`src/rtl/board_mem_arbiter.sv`:
```
// Arbitrates the single-port 64x4 board memory between four requesters
// (control, validator, datapath, view) using a request/grant handshake.
// The owner encoding is the same as memory_manage.
module board_mem_arbiter #(
    parameter int unsigned VIEW_QUANTUM = 64,
    parameter int unsigned MEM_RD_LAT   = 1
) (
    input  logic        clk,
    input  logic        resetn,
    input  logic [3:0]  req,
    input  logic [23:0] addr_flat,
    input  logic [15:0] wdata_flat,
    input  logic [3:0]  we,
    output logic [3:0]  gnt,
    output logic [1:0]  owner,
    output logic        busy,
    output logic [5:0]  mem_addr,
    output logic [3:0]  mem_wdata,
    output logic        mem_we,
    input  logic [3:0]  mem_rdata,
    output logic [3:0]  rdata,
    output logic [3:0]  rdata_valid,
    output logic        preempted
);

    localparam int unsigned N_REQ  = 4;
    localparam int unsigned ADDR_W = 6;
    localparam int unsigned DATA_W = 4;
    localparam int unsigned CNT_W  = $clog2(VIEW_QUANTUM + 1);
    localparam int unsigned PIPE_D = MEM_RD_LAT + 1;
    localparam logic [1:0]  VIEW_ID = 2'd3;

    typedef enum logic [1:0] {
        IDLE,
        GRANT,
        TURN
    } state_e;

    state_e              state_q;
    logic [3:0]          gnt_q;
    logic [1:0]          owner_q;
    logic                busy_q;
    logic [ADDR_W-1:0]   mem_addr_q;
    logic [DATA_W-1:0]   mem_wdata_q;
    logic                mem_we_q;
    logic                preempted_q;
    logic [CNT_W-1:0]    hold_q;
    logic [CNT_W-1:0]    hold_d;
    logic [3:0]          vpipe_q [PIPE_D];

    logic [1:0]          winner_c;
    logic [ADDR_W-1:0]   own_addr_c;
    logic [DATA_W-1:0]   own_wdata_c;
    logic                own_req_c;
    logic                own_we_c;
    logic                others_c;
    logic                quantum_c;
    logic                access_c;
    logic [3:0]          rd_push_c;

    // Fixed priority: datapath > validator > control > view
    always_comb begin
        winner_c = VIEW_ID;
        if (req[2])      winner_c = 2'd2;
        else if (req[1]) winner_c = 2'd1;
        else if (req[0]) winner_c = 2'd0;
    end

    // Select the current owner's address and write-data slices
    always_comb begin
        own_addr_c  = '0;
        own_wdata_c = '0;
        for (int i = 0; i < N_REQ; i++) begin
            if (owner_q == 2'(i)) begin
                own_addr_c  = addr_flat[ADDR_W*i +: ADDR_W];
                own_wdata_c = wdata_flat[DATA_W*i +: DATA_W];
            end
        end
    end

    assign own_req_c = req[owner_q];
    assign own_we_c  = we[owner_q] & (owner_q != VIEW_ID);
    assign others_c  = |req[2:0];
    assign hold_d    = hold_q + CNT_W'(1);
    assign quantum_c = (owner_q == VIEW_ID) && others_c && (hold_d == CNT_W'(VIEW_QUANTUM));
    assign access_c  = (state_q == GRANT) && own_req_c;
    assign rd_push_c = (access_c && !own_we_c) ? (4'b0001 << owner_q) : 4'b0000;

    // Arbitration FSM with registered grant and memory-side signals
    always_ff @(posedge clk) begin
        if (!resetn) begin
            state_q     <= IDLE;
            gnt_q       <= '0;
            owner_q     <= '0;
            busy_q      <= 1'b0;
            mem_addr_q  <= '0;
            mem_wdata_q <= '0;
            mem_we_q    <= 1'b0;
            preempted_q <= 1'b0;
            hold_q      <= '0;
        end else begin
            preempted_q <= 1'b0;
            case (state_q)
                IDLE: begin
                    mem_we_q <= 1'b0;
                    hold_q   <= '0;
                    if (req != 4'b0000) begin
                        gnt_q   <= 4'b0001 << winner_c;
                        owner_q <= winner_c;
                        busy_q  <= 1'b1;
                        state_q <= GRANT;
                    end
                end
                GRANT: begin
                    if (own_req_c) begin
                        mem_addr_q  <= own_addr_c;
                        mem_wdata_q <= own_wdata_c;
                        mem_we_q    <= own_we_c;
                        if (quantum_c) begin
                            gnt_q       <= '0;
                            preempted_q <= 1'b1;
                            hold_q      <= '0;
                            state_q     <= TURN;
                        end else if ((owner_q == VIEW_ID) && others_c) begin
                            hold_q <= hold_d;
                        end else begin
                            hold_q <= '0;
                        end
                    end else begin
                        gnt_q    <= '0;
                        mem_we_q <= 1'b0;
                        hold_q   <= '0;
                        state_q  <= TURN;
                    end
                end
                TURN: begin
                    gnt_q    <= '0;
                    mem_we_q <= 1'b0;
                    busy_q   <= 1'b0;
                    state_q  <= IDLE;
                end
                default: begin
                    gnt_q    <= '0;
                    mem_we_q <= 1'b0;
                    busy_q   <= 1'b0;
                    state_q  <= IDLE;
                end
            endcase
        end
    end

    // Read-tag pipeline aligning the valid strobe with mem_rdata
    always_ff @(posedge clk) begin
        if (!resetn) begin
            for (int unsigned i = 0; i < PIPE_D; i++) vpipe_q[i] <= '0;
        end else begin
            vpipe_q[0] <= rd_push_c;
            for (int unsigned i = 1; i < PIPE_D; i++) vpipe_q[i] <= vpipe_q[i-1];
        end
    end

    assign gnt         = gnt_q;
    assign owner       = owner_q;
    assign busy        = busy_q;
    assign mem_addr    = mem_addr_q;
    assign mem_wdata   = mem_wdata_q;
    assign mem_we      = mem_we_q;
    assign preempted   = preempted_q;
    assign rdata_valid = vpipe_q[PIPE_D-1];
    assign rdata       = mem_rdata;

endmodule

```
`config.mk`:
```
export PLATFORM = sky130hd
export DESIGN_NAME = board_mem_arbiter
export DESIGN_NICKNAME = d
export VERILOG_FILES = /design/src/rtl/board_mem_arbiter.sv
export SDC_FILE = /design/constraint.sdc
export NUM_CORES = 1
export LEC_CHECK = 0
export BUFFER_PORTS_ARGS = -buffer_cell sky130_fd_sc_hd__buf_4
export CORE_MARGIN = 5
export CORE_UTILIZATION = 49
export CTS_BUF_LIST = sky130_fd_sc_hd__clkbuf_4 sky130_fd_sc_hd__clkbuf_8
export CTS_CLUSTER_DIAMETER = 50
export DETAILED_ROUTE_END_ITERATION = 6
export GPL_ROUTABILITY_DRIVEN = 1
export PLACE_DENSITY = 0.87
export SETUP_SLACK_MARGIN = 0.15
export SYNTH_ARGS = -nofsm -noshare
export SYNTH_HDL_FRONTEND = slang
export SYNTH_SLANG_ARGS = --single-unit
```
`constraint.sdc`:
```
create_clock -name clk -period 2.37 [get_ports clk]
set_input_delay 0.3555 -clock clk [delete_from_list [all_inputs] [get_ports clk]]
set_output_delay 0.3555 -clock clk [all_outputs]
set_load 0.05 [all_outputs]
```
==> metrics.md <==
| Metric | Value |
|---|---|
| Hold path endpoint | vpipe_q[0][0]$_SDFF_PP0_ |
| Pre-Repair DR Iteration Count | 4 |
| Max-Cap Viols | 0 |
| DPL Wire Length | 3513 um |
| GRT overflow | 0 |
| Final-report setup violation count | 0 |
| Critical Path Fanout Max | 8 |
| Reg-to-reg startpoint | hold_q[0]$_SDFFE_PN0P_ |
| Drt total wl | 4771 um |
| Vias | 1708 |
| Critical path, cell by cell | ha_1 -> nand3_1 -> o21a_1 -> o211ai_4 -> nor2_2 -> o41ai_2 |
| WL per Instance | 15.54 um |
| Outcome | complete, no violations |
| Gpl congestion | 0.8014 |
| Antenna Cells | 0 |
| Starting Density | 0.5145 |
| Die Area | 5251 sq um |
| Num CTS Buffers | 5 |
| R2R Setup Slk | 450 ps |
| PostCTS Resize Cnt | 0 |
| Hold Fails Final Rpt | 0 |
| M1 WL | 1894 um |
| Final period utilization | 0.8119 |
| Synthesized instance count | 197 |
| Reg2Reg Depth | 6 |
| Skew final | 6.079 ps |
| Total GRT Usage | 0.1774 |
| Crit end category | flop |
| Die width | 72.47 um |
| Max Used Layer | met4 |
| Global-route wire length before repair | 7438 um |
| # nets final | 314 |
| Pin count of the biggest net entering global routing | 28 |
| Synth Register Bits | 36 |
| Setup_tns | 0 ps |
| Area Growth Syn to Fin | 30.37% |
| Met2 wire length | 2328 um |
| Mapped Area | 1912 sq um |
| Setup Buffers After CTS | 0 |
| P_leak | 1.021 nW |
| ANT nets after route | 0 |
| Hold path startpoint | we[0] |
| Crit path buffers/inverters | 0 |
| Setup crit start kind | flop |
| Fill cells | 315 |
| WL met3 | 488 um |
| Vias in the first global route | 1639 |
| Post-synth EDFFs | 0 |
| Core area | 3716 sq um |
| Worst vdd ir | 0.4697 mV |
| Slew Limit Headroom | 0.5842 |
| Worst Hold Depth | 2 |
| RSZ-0062 raised after global routing | false |
| CP arrival | 2110 ps |
| Max Buffers Root-to-Sink | 2 |
| Input/output buffers | 71 |
| Hold_buf cts | 0 |
| Synth Flop Type | dfxtp_1 |
| Worst stage delay on the critical path | 410 ps |
| Clock sinks | 36 |
| Ys async rst share | 0 |
| Root Buffer | clkbuf_8 |
| Vias per cell | 5.564 |
| Initial antenna violation count | 0 |
| Cell Count Post-Placement | 299 |
| YS warnings | 0 |
| Synth cell types | 47 |
| Commonest non-fill, non-tap cells in the layout | 73 x buf_4, 36 x dfxtp_1, 33 x nand2_1 |
| Fmax | 0.5197 GHz |
| DRC errors left | 0 |
| Rows | 22 |
| Worst path required time | 2560 ps |
| H-Tree Depth | 2 |
| Fin util | 0.6707 |
| TritonCTS clock tree | built |
| First DRT Iteration DRCs | 138 |
| Final Non-Filler Cells | 307 |
| Share of cells above drive strength 1 | 0.3900 |
| Die height | 72.47 um |
| Worst-Skew Late Latency | 280 ps |
| Commonest non-fill, non-tap cell in the layout | buf_4 |
| IO Count | 81 |
| Max stage delay cell, worst path | dfxtp_1 |
| Tot Pwr | 1.677 mW |
| Syn_nets | 253 |
| Class of the worst hold path | in2reg |
| CP delay by family, top | compound AO/OA/AOI/OAI gates |
| Mean Syn Cell Area | 9.705 sq um |
| Actual slew at the worst max-slew pin | 618.9 ps |
| PwrDens | 672.7 nW/um^2 |
| Slew Limit Fails | 0 |
| Clock transition at the registers of the reported paths | 80 ps |
| Reg2reg end | hold_q[1]$_SDFFE_PN0P_ |
| Post-synthesis sequential area ratio | 0.3770 |
| Post-layout min period | 1924 ps |
| Kind of critical path | reg2reg |
[registers in the layout, summed over array words and instances, names as in the netlist]
name and flops:
mem_we 1, busy 1, state_q 2, vpipe_q 8
mem_wdata 4, gnt 4, mem_addr 6, preempted 1
owner 2, hold_q 7
[cell families (layout without fill, tap and decap cells)]
logic type,Yosys count,in the layout,share of synthesized area
AO/OA/AOI/OAI,45,45,0.1787
XOR/XNOR,1,1,0.004582
adder cells (fa/ha/maj),2,2,0.01309
buffers and inverters,24,86,0.08245
flip-flops,36,36,0.3770
multiplexers,13,13,0.1401
AND/OR/NAND/NOR,76,76,0.2042
[stage by stage]
| stage | area (sq um) | setup WS, ps | hold slack (ps) |
|---|---|---|---|
| global placement | 2381 | 506.7 | 413.1 |
| detailed placement | 2381 | 452.5 | 423.4 |
| global route | 2492 | 295.6 | 224.5 |
| floorplan | 1912 | 334.6 | 411.9 |
| finish | 2492 | 445.8 | 234.0 |
| CTS | 2492 | 437.3 | 231.7 |
[report_power, final]
group / leakage (nW) / internal [mW] / total, mW / switching (mW)
logic: 0.674 / 0.195 / 0.468 / 0.273
clock network: 0.0541 / 0.311 / 0.536 / 0.225
registers: 0.293 / 0.644 / 0.672 / 0.0277
[layer usage]
metal	up-vias	track usage
met2	63	0.3033
met3	6	0.06371
met5	-	0
li1	827	-
met1	812	0.2070
met4	0	0.05533
[synthesized netlist by cell type, types with 3 or more instances]
| cell type | count | area share |
|---|---|---|
| nor2_1 | 6 | 0.012 |
| a21oi_1 | 5 | 0.013 |
| nor2b_1 | 5 | 0.016 |
| o211ai_1 | 6 | 0.024 |
| nor3_1 | 6 | 0.016 |
| a21boi_1 | 11 | 0.043 |
| buf_6 | 4 | 0.024 |
| nand2b_1 | 3 | 0.0098 |
| o21ai_0 | 5 | 0.013 |
| nand2_1 | 33 | 0.065 |
| buf_2 | 3 | 0.0079 |
| inv_1 | 5 | 0.0098 |
| buf_4 | 9 | 0.035 |
| dfxtp_1 | 36 | 0.38 |
| mux4_2 | 11 | 0.13 |
| nor4_1 | 5 | 0.016 |
| a21boi_0 | 4 | 0.016 |
| clkbuf_1 | 3 | 0.0059 |
| and2_1 | 5 | 0.016 |
[final cells by class]
class	instances	area, sq um	share of cell area
timing repair buffer	73	548.0	0.2199
clock inverter	3	42.54	0.01707
sequential	36	720.7	0.2892
tap	48	60.06	0.02410
multi-input combinational	137	1033	0.4147
clock buffer	5	68.82	0.02761
inverter	5	18.77	0.007530
[how the worst max path moves through the flow]
stage | slack, ps | end | startpoint | cells past startpoint
floorplan | 330 | hold_q[6]$_SDFFE_PN0P_ | owner[0]$_SDFFE_PN0P_ | 7
global placement | 510 | hold_q[1]$_SDFFE_PN0P_ | hold_q[0]$_SDFFE_PN0P_ | 6
detailed placement | 450 | hold_q[1]$_SDFFE_PN0P_ | hold_q[0]$_SDFFE_PN0P_ | 6
CTS | 440 | hold_q[1]$_SDFFE_PN0P_ | hold_q[0]$_SDFFE_PN0P_ | 6
global route | 300 | hold_q[1]$_SDFFE_PN0P_ | hold_q[0]$_SDFFE_PN0P_ | 6
finish | 450 | hold_q[1]$_SDFFE_PN0P_ | hold_q[0]$_SDFFE_PN0P_ | 6
Power figures use the tool's default switching activity.
